## src/rtl/sfx_sequencer.sv

```systemverilog
// sfx_sequencer
//   Sound-effect sequencer for the buzzer path. It holds a writable pattern
//   RAM with NUM_EVENTS patterns of up to MAX_STEPS {note, duration} steps
//   each. Event triggers are latched as pending bits and served in fixed
//   priority order, with index 0 the highest. Higher-priority and same-event
//   triggers preempt the pattern that is playing. One note index is driven to
//   the tone generator. Step durations are counted in ticks of an internal
//   prescaler that wraps every TICK_DIV clk cycles.
//
// Ports
//   clk        system clock
//   reset      synchronous, active-high
//   enable     low = forced silence, pending flushed, triggers ignored
//   trig       one-cycle trigger pulse per event
//   wr_en      pattern RAM write strobe; wr_event/wr_step/wr_note/wr_dur qualify it
//   wr_dur     duration in ticks; 0 marks end-of-pattern
//   note       current note (0 = rest)
//   busy       high while a pattern is loading or playing
//   cur_event  event being played (valid when busy)
//   done       one-cycle pulse on natural pattern end
//   dbg_state  FSM state (0 IDLE, 1 LOAD, 2 PLAY)
//
// Strobes: trig and wr_en carry no handshake. Each cycle a strobe is high is
// consumed on that clock edge and can never be stalled.

module sfx_sequencer #(
   parameter int NUM_EVENTS = 5,
   parameter int MAX_STEPS  = 16,
   parameter int NOTE_W     = 6,
   parameter int DUR_W      = 8,
   parameter int TICK_DIV   = 131072,
   localparam int EV_W      = (NUM_EVENTS > 1) ? $clog2(NUM_EVENTS) : 1,
   localparam int ST_W      = $clog2(MAX_STEPS),
   localparam int PS_W      = $clog2(TICK_DIV)
) (
   input  logic                  clk,
   input  logic                  reset,
   input  logic                  enable,
   input  logic [NUM_EVENTS-1:0] trig,
   input  logic                  wr_en,
   input  logic [EV_W-1:0]       wr_event,
   input  logic [ST_W-1:0]       wr_step,
   input  logic [NOTE_W-1:0]     wr_note,
   input  logic [DUR_W-1:0]      wr_dur,
   output logic [NOTE_W-1:0]     note,
   output logic                  busy,
   output logic [EV_W-1:0]       cur_event,
   output logic                  done,
   output logic [1:0]            dbg_state
);

   typedef enum logic [1:0] {S_IDLE = 2'd0, S_LOAD = 2'd1, S_PLAY = 2'd2} state_t;

   localparam int AW = EV_W + ST_W;

   // Pattern RAM, addressed as {event, step}
   logic [NOTE_W+DUR_W-1:0] r_mem [2**AW];
   logic [NOTE_W+DUR_W-1:0] r_rd_data;

   state_t                  r_state, w_next_state;
   logic [NUM_EVENTS-1:0]   r_pending;
   logic [EV_W-1:0]         r_cur_event;
   logic [ST_W-1:0]         r_step;
   logic [DUR_W-1:0]        r_dur_cnt;
   logic [PS_W-1:0]         r_presc;
   logic [NOTE_W-1:0]       r_note;
   logic                    r_done;

   logic                    w_pend_any;
   logic [EV_W-1:0]         w_pend_idx;
   logic                    w_preempt, w_tick, w_expire;
   logic                    w_start, w_end, w_adv, w_capture;
   logic                    w_rd_en;
   logic [EV_W-1:0]         w_rd_ev;
   logic [ST_W-1:0]         w_rd_step;
   logic [NUM_EVENTS-1:0]   w_clr;
   logic [NOTE_W-1:0]       w_rd_note;
   logic [DUR_W-1:0]        w_rd_dur;

   assign w_rd_note = r_rd_data[NOTE_W+DUR_W-1:DUR_W];
   assign w_rd_dur  = r_rd_data[DUR_W-1:0];

   // Lowest set pending bit wins
   always_comb begin
      w_pend_any = |r_pending;
      w_pend_idx = '0;
      for (int i = NUM_EVENTS - 1; i >= 0; i--) begin
         if (r_pending[i]) w_pend_idx = EV_W'(i);
      end
   end

   // A pending event at or above the current priority takes over; equal index is a retrigger
   assign w_preempt = (r_state != S_IDLE) && w_pend_any && (w_pend_idx <= r_cur_event);
   assign w_tick    = (r_presc == PS_W'(TICK_DIV - 1));
   assign w_expire  = w_tick && (r_dur_cnt == DUR_W'(1));

   // FSM: state register
   always_ff @(posedge clk) begin
      if (reset) r_state <= S_IDLE;
      else       r_state <= w_next_state;
   end

   // FSM: next state and the control events it implies
   always_comb begin
      w_next_state = r_state;
      w_start      = 1'b0;
      w_end        = 1'b0;
      w_adv        = 1'b0;
      w_capture    = 1'b0;
      if (!enable) begin
         w_next_state = S_IDLE;
      end else begin
         case (r_state)
            S_IDLE: begin
               if (w_pend_any) begin
                  w_start      = 1'b1;
                  w_next_state = S_LOAD;
               end
            end
            S_LOAD: begin
               if (w_preempt) begin
                  w_start      = 1'b1;
                  w_next_state = S_LOAD;
               end else if (w_rd_dur == '0) begin
                  w_end        = 1'b1;
                  w_next_state = S_IDLE;
               end else begin
                  w_capture    = 1'b1;
                  w_next_state = S_PLAY;
               end
            end
            S_PLAY: begin
               if (w_preempt) begin
                  w_start      = 1'b1;
                  w_next_state = S_LOAD;
               end else if (w_expire) begin
                  if (r_step == ST_W'(MAX_STEPS - 1)) begin
                     w_end        = 1'b1;
                     w_next_state = S_IDLE;
                  end else begin
                     w_adv        = 1'b1;
                     w_next_state = S_LOAD;
                  end
               end
            end
            default: w_next_state = S_IDLE;
         endcase
      end
   end

   // FSM: outputs and RAM read port control
   always_comb begin
      busy      = (r_state != S_IDLE);
      dbg_state = r_state;
      w_rd_en   = w_start | w_adv;
      w_rd_ev   = w_start ? w_pend_idx : r_cur_event;
      w_rd_step = w_start ? '0 : (r_step + ST_W'(1));
      w_clr     = w_start ? (NUM_EVENTS'(1) << w_pend_idx) : '0;
   end

   // Read-first RAM: a same-edge write never shows up in r_rd_data
   always_ff @(posedge clk) begin
      if (wr_en)   r_mem[{wr_event, wr_step}] <= {wr_note, wr_dur};
      if (w_rd_en) r_rd_data <= r_mem[{w_rd_ev, w_rd_step}];
   end

   // Datapath
   always_ff @(posedge clk) begin
      if (reset) begin
         r_pending   <= '0;
         r_cur_event <= '0;
         r_step      <= '0;
         r_dur_cnt   <= '0;
         r_presc     <= '0;
         r_note      <= '0;
         r_done      <= 1'b0;
      end else begin
         r_done <= w_end;
         if (!enable) begin
            r_pending <= '0;
            r_note    <= '0;
            r_presc   <= '0;
         end else begin
            // A trigger on the same edge its bit is consumed re-arms the bit
            r_pending <= (r_pending & ~w_clr) | trig;
            if (w_start) begin
               r_cur_event <= w_pend_idx;
               r_step      <= '0;
            end else if (w_adv) begin
               r_step <= r_step + ST_W'(1);
            end
            if (w_capture) begin
               r_note    <= w_rd_note;
               r_dur_cnt <= w_rd_dur;
               r_presc   <= '0;
            end else if (r_state == S_PLAY && !w_start) begin
               if (w_tick) begin
                  r_presc   <= '0;
                  r_dur_cnt <= r_dur_cnt - DUR_W'(1);
               end else begin
                  r_presc <= r_presc + PS_W'(1);
               end
            end
            if (w_end) r_note <= '0;
         end
      end
   end

   assign note      = r_note;
   assign cur_event = r_cur_event;
   assign done      = r_done;

endmodule
```

## config.mk

```make
export PLATFORM = sky130hd
export DESIGN_NAME = sfx_sequencer
export DESIGN_NICKNAME = d
export VERILOG_FILES = /design/src/rtl/sfx_sequencer.sv
export SDC_FILE = /design/constraint.sdc
export NUM_CORES = 2
export LEC_CHECK = 0
export ABC_AREA = 1
export CAP_MARGIN = 20
export CORE_UTILIZATION = 58
export DETAILED_ROUTE_END_ITERATION = 6
export PLACE_DENSITY = 0.74
export SYNTH_ARGS = -nofsm -noshare
export SYNTH_HDL_FRONTEND = slang
export SYNTH_SLANG_ARGS = --single-unit
```

## constraint.sdc

```tcl
create_clock -name clk -period 3.6 [get_ports clk]
set_input_delay 0.36 -clock clk [delete_from_list [all_inputs] [get_ports clk]]
set_output_delay 0.36 -clock clk [all_outputs]
set_load 0.05 [all_outputs]
```

==> results.rst <==
.. list-table::
   :header-rows: 1

   * - Metric
     - Value
   * - Crit. End Element
     - flop
   * - Total grt overflow
     - 0
   * - RSZ-0062 raised after global routing
     - yes
   * - Type of origin of the critical path
     - flop
   * - Root buffer cell
     - sky130_fd_sc_hd__clkbuf_16
   * - Highest Clock Rate
     - 0.278 GHz
   * - Overall die height
     - 376 µm
   * - Worst slack on hold paths
     - 40.1 ps
   * - End of the worst register-to-register path
     - r_rd_data[9]
   * - GRT Util Overall
     - 0.329
   * - Die width
     - 376 µm
   * - Power per cell area
     - 526 nW/µm²
   * - WHS Path Cells
     - 1
   * - Worst-case headroom to the max-slew limit
     - 0.214
   * - Hold violation count in the final report
     - 0
   * - Pin count of the biggest net entering global routing
     - 120
   * - Antenna violations before repair
     - 9
   * - Number of cell instances on the worst register-to-register path
     - 21
   * - Clock buffer count from CTS
     - 184
   * - Mean instance size in the synthesized netlist
     - 11.2 µm²
   * - Detailed Routing Iterations Pass 1
     - 7
   * - Least setup slack across all paths after layout
     - 7.52 ps
   * - CTS tree
     - built
   * - Top area cells in the synthesized netlist
     - sky130_fd_sc_hd__edfxtp_1 (67%), sky130_fd_sc_hd__nand3_1 (10%), sky130_fd_sc_hd__nand3b_1 (5.8%)
   * - P&R area growth vs syn
     - 15.6%
   * - Routability Congestion
     - 0.950
   * - Worst-case vdd ir drop
     - 392 µV
   * - Area of the die
     - 141000 µm²
   * - Clock Skews
     - 41.8 ps
   * - Highest-count cells in the layout ignoring fill and taps
     - sky130_fd_sc_hd__edfxtp_1 (1806), sky130_fd_sc_hd__nand3_1 (1590), sky130_fd_sc_hd__nand2_1 (892)
   * - Final setup viols
     - 0
   * - Sequential-to-total area share from yosys stat
     - 0.680
   * - Leading cell type in the layout, fill and taps excluded
     - sky130_fd_sc_hd__edfxtp_1
   * - Wire length of the first global-routing pass
     - 346 mm
   * - Unique cell type count in the Yosys netlist
     - 43
   * - Type of the most critical hold path
     - input pin to flop
   * - Final nets
     - 7520
   * - Measured slew at the worst slew-check pin
     - 1180 ps
   * - Post-layout total power
     - 49.4 mW
   * - Syn Std Cell Area
     - 81100 µm²
   * - Summed area of non-filler cells in the final layout
     - 93800 µm²
   * - Post-synthesis cell type with the largest combined area
     - sky130_fd_sc_hd__edfxtp_1
   * - Estimated wirelength of the detail-placed design
     - 137 mm
   * - Remaining antenna violation count after routing
     - 0
   * - Flip-flop cell with the highest count after synthesis
     - sky130_fd_sc_hd__edfxtp_1
   * - I/O pin count
     - 43
   * - Worst setup timing slack at the placement stage
     - -318 ps
   * - Filler cells
     - 9614
   * - Core Area
     - 138000 µm²
   * - Number of violations reported at the end of detailed-routing iteration 0
     - 9363
   * - Maximum level of the CTS H-tree
     - 4
   * - Status
     - complete, no violations
   * - Post-synthesis sequential element count
     - 1852
   * - Maximum capacitance violations
     - 0
   * - Register-to-register path setup slack
     - 8 ps
   * - DRC violation count after routing
     - 0
   * - Initial Util
     - 0.587
   * - Critical path type
     - flop to flop
   * - Worst hold start
     - wr_dur[5]
   * - Number of rows created at floorplan
     - 136
   * - Number of max-slew violations in the final report
     - 0
   * - Placement-stage cell area
     - 86300 µm²
   * - Bufs on Longest Clock Path
     - 3
   * - Layout cell share with drive strength beyond 1
     - 0.130
   * - Share of the clock period used by the worst path after layout
     - 0.998
   * - Crit path time final
     - 3590 ps
   * - Mapped Nets
     - 7269
   * - Number of synthesized flops with an enable pin
     - 1806
   * - I/O Buffers
     - 42
   * - Number of warning messages in the yosys log
     - 0
   * - Clock slew seen by the registers of the worst setup and hold paths
     - 60 ps
   * - Number of global-route vias before repair
     - 54600
   * - End of the worst hold path
     - r_mem[38][5]
   * - Area share of the largest cell type after synthesis
     - 0.668
   * - FF-to-FF Start
     - r_pending[2]
   * - Clock latency on the worst-skew pair
     - 830 ps
   * - Max Fanout on Critical Path
     - 10
   * - Count of mapped cells out of synthesis
     - 7227
   * - Worst path arrival time
     - 4170 ps
   * - Required arrival time at the worst endpoint
     - 4180 ps
   * - Leakage Power
     - 35.8 nW
   * - Routed WL
     - 237 mm
   * - Count of vias placed by the detailed router
     - 58500
   * - Vias/cell
     - 6.17
   * - Avg WL per Cell
     - 25.0 µm
   * - Async SR Flop Fraction
     - 0
   * - Clock tree sinks
     - 1852
[worst max-delay path by stage]
| stage | start | cells after the start | endpoint | slack, ps |
|---|---|---|---|---|
| 2_1_floorplan | dbg_state[0] | 15 | r_rd_data[10] | 640 |
| 3_3_place_gp | r_pending[2] | 23 | r_rd_data[12] | -290 |
| 3_5_place_dp | r_pending[2] | 23 | r_rd_data[3] | -320 |
| 4_1_cts | r_pending[3] | 22 | r_rd_data[3] | -20 |
| 5_1_grt | r_pending[2] | 23 | r_rd_data[9] | -50 |
| 6_report | r_pending[2] | 21 | r_rd_data[9] | 8 |
[metal layers]
layer  share of wire  track usage  up-vias  wire (µm)
met5         0.00031            0        -         74
met4           0.040        0.134       12       9570
met3            0.13       0.0696      546      30100
met2            0.45        0.498     3984     108000
met1            0.38        0.466    28400      89800
li1                -            -    25600          -
[worst max-delay path: stages, from the launching register on]
cell and delay [ps]:
sky130_fd_sc_hd__dfxtp_1 360, sky130_fd_sc_hd__nor2_2 70, sky130_fd_sc_hd__nor3_1 250, sky130_fd_sc_hd__ha_1 310, sky130_fd_sc_hd__nand3_1 100, sky130_fd_sc_hd__nand2_2 80
sky130_fd_sc_hd__nand2_1 100, sky130_fd_sc_hd__nand2_4 100, sky130_fd_sc_hd__nand2_8 150, sky130_fd_sc_hd__nand2_8 130, sky130_fd_sc_hd__buf_12 190, sky130_fd_sc_hd__buf_16 150
sky130_fd_sc_hd__buf_12 160, sky130_fd_sc_hd__buf_6 160, sky130_fd_sc_hd__o21ai_0 210, sky130_fd_sc_hd__nand3_1 130, sky130_fd_sc_hd__nand3_1 130, sky130_fd_sc_hd__nand3_2 140
sky130_fd_sc_hd__nand3_2 120, sky130_fd_sc_hd__nand2_2 130, sky130_fd_sc_hd__nand2_1 90, sky130_fd_sc_hd__nand2_1 50
[synthesized netlist by cell type (2+ instances only)]
library cell	instances
sky130_fd_sc_hd__o21a_1	3
sky130_fd_sc_hd__a31oi_1	6
sky130_fd_sc_hd__buf_2	298
sky130_fd_sc_hd__nor3_1	20
sky130_fd_sc_hd__inv_2	7
sky130_fd_sc_hd__xor2_1	4
sky130_fd_sc_hd__a21oi_1	29
sky130_fd_sc_hd__nand2_1	908
sky130_fd_sc_hd__o21ai_0	128
sky130_fd_sc_hd__clkbuf_1	146
sky130_fd_sc_hd__edfxtp_1	1806
sky130_fd_sc_hd__nand3b_1	630
sky130_fd_sc_hd__nor4_1	3
sky130_fd_sc_hd__o2111ai_1	28
sky130_fd_sc_hd__nor2_1	480
sky130_fd_sc_hd__nand3_1	1681
sky130_fd_sc_hd__nand2_4	3
sky130_fd_sc_hd__inv_1	841
sky130_fd_sc_hd__buf_1	22
sky130_fd_sc_hd__or2_2	70
sky130_fd_sc_hd__nor2_2	3
sky130_fd_sc_hd__nand4_1	5
sky130_fd_sc_hd__buf_6	6
sky130_fd_sc_hd__buf_4	17
sky130_fd_sc_hd__dfxtp_1	46
sky130_fd_sc_hd__xnor2_1	2
sky130_fd_sc_hd__ha_1	12
sky130_fd_sc_hd__nor3b_1	4
sky130_fd_sc_hd__o21ai_1	5
[registers in the layout, indices dropped and copies added, names as in the netlist]
name       flops
cur_event      3
dbg_state      2
done           1
note           6
r_dur_cnt      8
r_mem       1792
r_pending      5
r_presc       17
r_rd_data     14
r_step         4
[per-stage QoR]
stage          instances  TNS (ps)   util
3_5_place_dp        9107     -2000  0.624
2_1_floorplan       7227         0      -
3_3_place_gp        9107     -1560  0.624
5_1_grt             9484      -381  0.679
6_report            9488         0  0.679
4_1_cts             9460     -39.6  0.671
[area by class of cell]
type                    instances  area (µm²)  share of cell area
inverters                     849        3210              0.0343
flip-flops and latches       1852       55200               0.588
multi-input cells            4038       21100               0.225
well taps                    1863        2330              0.0249
clock inverters               107        1020              0.0109
diodes                          4        10.0            0.000107
clock buffers                 222        4820              0.0514
repair buffers                553        6120              0.0653
[power breakdown]
part / internal, mW / switching (mW)
registers: 23.8 / 0.0743
logic: 2.16 / 4.50
clock network: 10.6 / 8.25
total: 36.6 / 12.8
[what timing repair did]
action / CTS / global route
setup buffers: 14 / 15
pin swaps: 5 / 8
cloned: 9 / 11
hold buffers: 2 / 0
resized for setup: 51 / 137
hold endpoints to repair: 79 / 0
endpoints found under the setup margin: 14 / 14
[cells by family (layout without fill, tap and decap cells)]
logic type	after synthesis	after routing	synth area share
adder cells (fa/ha/maj)	12	12	0.00185
other	0	4	0
AO/OA/AOI/OAI	204	204	0.0143
AND/OR/NAND/NOR	3815	3816	0.236
buffers and inverters	1338	1731	0.0679
flip-flops	1852	1852	0.680
XOR/XNOR	6	6	0.000648
No activity file was read; power rests on OpenSTA's default activity.
